--- src/rtl/wb_regfile_if.sv ---
// rtl/wb_regfile_if.sv - MEM/WB write-back and decode read-port bundle for wb_regfile
//
// Signals:
//   ALUResultIn, ReadDataDMIn, MemToReg, RegWrite, WriteRegister : MEM/WB beat (into regfile)
//   ReadRegister1, ReadRegister2                                 : decode read addresses (into regfile)
//   ReadData1, ReadData2                                         : decode read data (out of regfile)
//   WriteData                                                    : selected write-back value (out of regfile)
//   WbCount                                                      : committed write count (out of regfile)
// Modports: slave = register file side, master = pipeline side.
interface wb_regfile_if;
    logic [31:0] ALUResultIn;
    logic [31:0] ReadDataDMIn;
    logic        MemToReg;
    logic        RegWrite;
    logic [4:0]  WriteRegister;
    logic [4:0]  ReadRegister1;
    logic [4:0]  ReadRegister2;
    logic [31:0] ReadData1;
    logic [31:0] ReadData2;
    logic [31:0] WriteData;
    logic [31:0] WbCount;

    modport slave (
        input  ALUResultIn, ReadDataDMIn, MemToReg, RegWrite, WriteRegister,
        input  ReadRegister1, ReadRegister2,
        output ReadData1, ReadData2, WriteData, WbCount
    );

    modport master (
        output ALUResultIn, ReadDataDMIn, MemToReg, RegWrite, WriteRegister,
        output ReadRegister1, ReadRegister2,
        input  ReadData1, ReadData2, WriteData, WbCount
    );
endinterface

--- src/rtl/wb_regfile.sv ---
// rtl/wb_regfile.sv - MIPS write-back mux and 32x32 architectural register file
//
// Parameters:
//   BYPASS : 1 = a read of the register being committed this cycle returns WriteData
//            0 = reads return stored contents only
// Ports:
//   clk : pipeline clock, rising edge
//   rst : asynchronous active-high reset, clears r1..r31 and WbCount
//   bus : wb_regfile_if.slave (MEM/WB beat in; read data, WriteData, WbCount out)
module wb_regfile #(
    parameter bit BYPASS = 1'b1
) (
    input  logic         clk,
    input  logic         rst,
    wb_regfile_if.slave  bus
);

    // r0 is hardwired to zero, so only r1..r31 hold state.
    logic [31:0] regs [1:31];
    logic [31:0] wb_count;
    logic [31:0] write_data;
    logic        commit;

    assign write_data = bus.MemToReg ? bus.ReadDataDMIn : bus.ALUResultIn;
    assign commit     = bus.RegWrite && (bus.WriteRegister != 5'd0);

    always_ff @(posedge clk or posedge rst) begin
        if (rst) begin
            for (int i = 1; i < 32; i++) begin
                regs[i] <= 32'd0;
            end
            wb_count <= 32'd0;
        end else if (commit) begin
            regs[bus.WriteRegister] <= write_data;
            wb_count                <= wb_count + 32'd1;
        end
    end

    // Address 0 wins over the bypass so r0 reads zero even while a
    // discarded write to r0 is on the bus.
    function automatic logic [31:0] read_port(input logic [4:0] addr);
        if (addr == 5'd0) begin
            return 32'd0;
        end else if (BYPASS && commit && (bus.WriteRegister == addr)) begin
            return write_data;
        end else begin
            return regs[addr];
        end
    endfunction

    always_comb begin
        bus.ReadData1 = read_port(bus.ReadRegister1);
        bus.ReadData2 = read_port(bus.ReadRegister2);
    end

    assign bus.WriteData = write_data;
    assign bus.WbCount   = wb_count;

endmodule

--- src/flat_wrapper.sv ---
// flat-port wrapper written by rule: the top's interface ports become plain ports
module wb_regfile_flat 
#(
    parameter bit BYPASS = 1'b1
)
  (clk, rst, bus_ALUResultIn, bus_ReadDataDMIn, bus_MemToReg, bus_RegWrite, bus_WriteRegister, bus_ReadRegister1, bus_ReadRegister2, bus_ReadData1, bus_ReadData2, bus_WriteData, bus_WbCount);
  wb_regfile_if bus_i ();
  input  logic clk;
  input  logic rst;
  input wire logic [$bits(bus_i.ALUResultIn)-1:0] bus_ALUResultIn;
  input wire logic [$bits(bus_i.ReadDataDMIn)-1:0] bus_ReadDataDMIn;
  input wire logic [$bits(bus_i.MemToReg)-1:0] bus_MemToReg;
  input wire logic [$bits(bus_i.RegWrite)-1:0] bus_RegWrite;
  input wire logic [$bits(bus_i.WriteRegister)-1:0] bus_WriteRegister;
  input wire logic [$bits(bus_i.ReadRegister1)-1:0] bus_ReadRegister1;
  input wire logic [$bits(bus_i.ReadRegister2)-1:0] bus_ReadRegister2;
  output wire logic [$bits(bus_i.ReadData1)-1:0] bus_ReadData1;
  output wire logic [$bits(bus_i.ReadData2)-1:0] bus_ReadData2;
  output wire logic [$bits(bus_i.WriteData)-1:0] bus_WriteData;
  output wire logic [$bits(bus_i.WbCount)-1:0] bus_WbCount;
  assign bus_i.ALUResultIn = bus_ALUResultIn;
  assign bus_i.ReadDataDMIn = bus_ReadDataDMIn;
  assign bus_i.MemToReg = bus_MemToReg;
  assign bus_i.RegWrite = bus_RegWrite;
  assign bus_i.WriteRegister = bus_WriteRegister;
  assign bus_i.ReadRegister1 = bus_ReadRegister1;
  assign bus_i.ReadRegister2 = bus_ReadRegister2;
  assign bus_ReadData1 = bus_i.ReadData1;
  assign bus_ReadData2 = bus_i.ReadData2;
  assign bus_WriteData = bus_i.WriteData;
  assign bus_WbCount = bus_i.WbCount;
  wb_regfile #(.BYPASS(BYPASS)) u_core (.clk(clk), .rst(rst), .bus(bus_i));
endmodule
--- config.mk ---
export PLATFORM = sky130hd
export DESIGN_NAME = wb_regfile_flat
export DESIGN_NICKNAME = d
export VERILOG_FILES = /design/src/rtl/wb_regfile_if.sv /design/src/rtl/wb_regfile.sv /design/src/flat_wrapper.sv
export SDC_FILE = /design/constraint.sdc
export NUM_CORES = 2
export LEC_CHECK = 0
export BUFFER_PORTS_ARGS = -buffer_cell sky130_fd_sc_hd__clkbuf_2
export CAP_MARGIN = 5
export CELL_PAD_IN_SITES_DETAIL_PLACEMENT = 2
export CELL_PAD_IN_SITES_GLOBAL_PLACEMENT = 2
export CORE_ASPECT_RATIO = 0.7
export CORE_UTILIZATION = 47
export CTS_BUF_LIST = sky130_fd_sc_hd__clkbuf_2
export DETAILED_ROUTE_END_ITERATION = 12
export PLACE_DENSITY_LB_ADDON = 0.1
export REMOVE_ABC_BUFFERS = 1
export SYNTH_ARGS = -nofsm -noshare
export SYNTH_HDL_FRONTEND = slang
export SYNTH_SLANG_ARGS = --single-unit
--- constraint.sdc ---
create_clock -name clk -period 81.2 [get_ports clk]
set_clock_uncertainty 0.1 [all_clocks]
set_input_delay 16.24 -clock clk [delete_from_list [all_inputs] [get_ports clk]]
set_output_delay 16.24 -clock clk [all_outputs]
set_load 0.01 [all_outputs]
# Word level (Yosys, flattened, before mapping)
# Index checks and enable logic that the tools add are counted.
[totals]
register_bits = 1024
word_cells = 63
in_bits = 83
output_inout_bits = 128
[classes]
n_mux = 14
n_addsub = 1
reduce_logical = 7
bitwise_logic = 3
magnitude_cmp = 4
n_eq_ne = 2
[ops]
columns = ["cell", "count"]
rows = [
  ["992-bit bitwise mux", 1],
  ["32-bit binary-select mux with 5-bit select", 2],
  ["32-bit 2-to-1 mux", 10],
  ["32-bit demux with 5-bit select", 1],
  ["32-bit by 1-bit adder with 32-bit output, second input constant", 1],
  ["6-bit greater-or-equal comparator, second input constant", 3],
  ["5-bit NOT with 6-bit output", 3],
  ["5-bit == test", 2],
  ["5-bit logical NOT", 2],
  ["6-bit by 1-bit < comparator with 1-bit output, second input constant", 1],
  ["5-bit nonzero test", 1],
  ["1-bit logical AND", 4],
]

# Depth between registers and ports, before layout
[depth]
ltp_word = 6
mapped_depth = 9
depth_no_buf = 5

# Worst setup path before layout
# OpenSTA, ideal clock, no wires.
[synth_path]
path_kind = "input-to-output"
startpoint = "input bus_ReadRegister1[0]"
endpoint = "output bus_ReadData1[0]"
arrival_time_ns = 17.888
stages = 8
setup_slack_ns = 46.972
n_path_buf = 3
path_cell_list = "buf_2 -> buf_2 -> xnor2_1 -> nand4_1 -> o31ai_1 -> buf_2 -> nor3_1 -> a221oi_1"
[synth_between]
elab_chain_cells = 6
word_cells_on_any_way = 9
[synth_rtl]
columns = ["element", "line_no", "text"]
rows = [
  ["from (decl)", "flat_wrapper.sv:15", "input wire logic [$bits(bus_i.ReadRegister1)-1:0] bus_ReadRegister1;"],
  ["5-bit NOT with 6-bit output (not written as such)", "wb_regfile.sv:47", "return regs[addr];"],
  ["32-bit binary-select mux with 5-bit select", "wb_regfile.sv:47", ""],
  ["32-bit 2-to-1 mux (not written as such) (2 in series)", "wb_regfile.sv:47", ""],
  ["32-bit 2-to-1 mux", "wb_regfile.sv:44", "end else if (BYPASS && commit && (bus.WriteRegister == addr)) begin"],
  ["32-bit 2-to-1 mux *", "wb_regfile.sv:42", "if (addr == 5'd0) begin"],
  ["to (decl)", "flat_wrapper.sv:17", "output wire logic [$bits(bus_i.ReadData1)-1:0] bus_ReadData1;"],
]
# Mark *: on every way between the ends. The rest lies on a longest branch, timed or not. The select of a mux whose other input is x is not followed.

# Final worst setup path
[layout_path]
startpoint = "input bus_ReadRegister2[2]"
endpoint = "output bus_ReadData2[24]"
[layout_between]
elab_chain_cells = 6
word_cells_on_any_way = 9
[layout_rtl]
columns = ["element", "line_no", "text"]
rows = [
  ["from (decl)", "flat_wrapper.sv:16", "input wire logic [$bits(bus_i.ReadRegister2)-1:0] bus_ReadRegister2;"],
  ["5-bit NOT with 6-bit output (not written as such)", "wb_regfile.sv:47", ""],
  ["32-bit binary-select mux with 5-bit select", "wb_regfile.sv:47", ""],
  ["32-bit 2-to-1 mux (not written as such) (2 in series)", "wb_regfile.sv:47", ""],
  ["32-bit 2-to-1 mux", "wb_regfile.sv:44", ""],
  ["32-bit 2-to-1 mux *", "wb_regfile.sv:42", ""],
  ["to (decl)", "flat_wrapper.sv:18", "output wire logic [$bits(bus_i.ReadData2)-1:0] bus_ReadData2;"],
]
# Marked as above.

==> metrics <==
status finished clean; signal arrival time at the worst endpoint between 20000 and 25000 ps; placed insts 6294; CP required between 60000 and 70000 ps; most frequent cell after synthesis dfrtp_1; clock latency at the later pin of the worst-skew pair about 1600 ps; Slew @ Worst Pin ~1300 ps; Post-Syn Area 53200 µm²; Synth Area per Inst ~11 µm²; fin nets ~5200; Routed Antenna Nets 0; worst-path fanout max 54; final std cells w/o fill between 6000 and 7000; leakage roughly 0.025 µW; buffers added on ports 210; CTS tree built; worst hold-check path type flip-flop to flip-flop; share of cells above drive strength 1 0.257; CTS Buf Count approximately 290; Remaining DRCs 0; unrepaired setup endpoints after global routing no; worst path cell trace buf_8, xor2_1, nor4_1, nand3_4, nand2_2, buf_4, o221ai_1, clkbuf_2; register area 25600 µm²; worst relative slew slack 0.121; switch share 0.361; Flop pwr share 0.497; initial antenna violation count 5; Synth Warn # 0; number of global-route vias before repair ~50000; max cap viols 0; WL per Instance around 33 µm; final cell utilization of the core 0.519; drt first pass iters 5; Final Power ~1400 µW; number of unique standard cell types used by synthesis 54; post-CTS setup buffer count 0; final hold slack between 400 and 500 ps; Die X about 400 µm; Largest stage delay, worst path about 920 ps; area leader, netlist dfrtp_1; Worst R2R Path Depth 5; Clock Power Share 0.258; achievable frequency 27.0 MHz; #FFs+latches synth about 1000; Total GRT Usage 0.391; Clock Sinks approximately 1000; Worst Setup End Kind output port; Initial DRC Count 4276; Top Ports ~210; Psw 520 µW; cells after synthesis 4968; Row Count roughly 100; PwrDens about 25 nW/µm²; Comb pwr share 0.246; Worst Hold Depth 1; Int Pwr 920 µW; vias per inst ~6.8; CORE AREA 111000 µm²; DR vias ~46000; number of H-tree levels 5; die area 115000 µm²; Synth area leaders dfrtp_1, mux4_2, o21ai_0; Final Hold Fails 0; final worst-path cycle share 0.456; area of the multi-input gates roughly 26000 µm²; Max VDD drop about 0.013 mV; clock transition at the registers of the reported paths approximately 100 ps; endpoints failing setup 0; gpl congestion 0.807; Layout fillers between 10000 and 15000; Slowest-stage cell, CP nand2_2; Max Slew Vio Count 0; most instantiated cells after synthesis dfrtp_1, nand2_1, o21ai_0, nor2_1, mux4_2; hold_buf cts 0; Tmin final between 30000 and 40000 ps; setup_tns 0 ps; crit start category primary input; WL final between 200 and 250 mm; fraction of registers with async set/reset 1.00; die height roughly 280 µm; Clock Tree Root clkbuf_2; DPL Wire Length 125 mm; worst-case clock buffer depth 4; first-pass GRT wire length ~330 mm; aggregate global routing overflow 0; Crit Path Category primary input to output port; area share of the largest cell type after synthesis 0.482; largest net degree at the start of global routing 115; number of synthesized flops with an enable pin 0; Resized cells post-CTS 0; top_reg_cell synth dfrtp_1; Seq/Total Area, Yosys 0.482; Starting Density 0.478; Layout area overhead 8.73%
-- logic make-up after synthesis --
logic type	count (synthesis)	synth area share
AOI/OAI and AO/OA	1327	0.142
xor gates and xnor gates	41	0.00675
and+or+nand+nor	1419	0.108
buffers and inverters	545	0.0412
DFF	1024	0.482
muxes	611	0.220
adders and majority gates	1	0.000235
-- through the flow --
| stage | area (µm²) | setup slack [ps] |
|---|---|---|
| after global routing | 57800 | 43820 |
| after global placement | 55600 | 44300 |
| after detailed placement | 55600 | 44210 |
| final | 57900 | 44190 |
| after floorplan | 51200 | 36040 |
| after CTS | 57800 | 44210 |
-- per-layer routing --
layer / share of wire / up-vias / track usage
li1: - / 18285 / -
met3: 0.084 / 554 / 0.0795
met1: 0.42 / 24628 / 0.546
met4: 0.038 / 4 / 0.173
met2: 0.46 / 2364 / 0.593
met5: 0.00010 / - / 0
-- flip-flops by register name, summed over array words and instances (netlist names) --
| register | cells |
|---|---|
| u_core.bus.WbCount | 32 |
| u_core.regs | 992 |
-- cell type report --
cell class,instances,share of cell area
Antenna cell,9,0.000389
Clock buffer,396,0.0343
Clock inverter,52,0.00439
Inverter,39,0.00266
Multi-Input combinational cell,3399,0.449
Sequential cell,1024,0.443
Tap cell,1508,0.0326
Timing Repair Buffer,325,0.0343
-- critical path, delay by kind of cell --
kind	cells	cell delay, ps
simple gates	3	2570
buf+inv	3	1130
compound gates	1	350
xor+xnor	1	140
-- power groups by stage --
stage	Clock (µW)	Combinational (µW)	Sequential [µW]
after floorplan	0	238	683
after global placement	0	321	706
after detailed placement	0	348	718
after CTS	377	353	710
after global routing	401	384	725
final	371	354	715
-- cells in the final DEF, fill, tap and decap left out, drive strengths merged, types with 8 or more instances in the layout --
cell,synthesis,final
nand3,47,47
inv,38,42
a22oi,31,31
diode,0,9
o221ai,31,31
mux2i,77,77
nand4,10,10
clkinv,1,47
dfrtp,1024,1024
nor2,443,443
clkbuf,365,597
a221oi,62,62
mux2,95,95
o21ai,668,668
o211ai,29,29
xnor2,31,31
nor3,67,67
a22o,93,93
and2,8,8
nand2,772,772
xor2,10,10
mux4,439,439
buf,141,124
a21oi,389,389
nor2b,40,40
-- path summary, 6_finish.rpt --
check | startpoint | slack, ps | end
worst min-delay path | u_core.bus.WbCount[5] | 400 | u_core.bus.WbCount[5]
max in group asynchronous | rst | 61550 | u_core.regs[824]
min in group asynchronous | rst | 14670 | u_core.regs[53]
worst max-delay path | bus_ReadRegister2[2] | 44190 | bus_ReadData2[24]
worst min register to register | u_core.bus.WbCount[5] | 400 | u_core.bus.WbCount[5]
worst max register to register | u_core.bus.WbCount[13] | 78730 | u_core.bus.WbCount[26]
No activity file was read; power rests on OpenSTA's default activity.
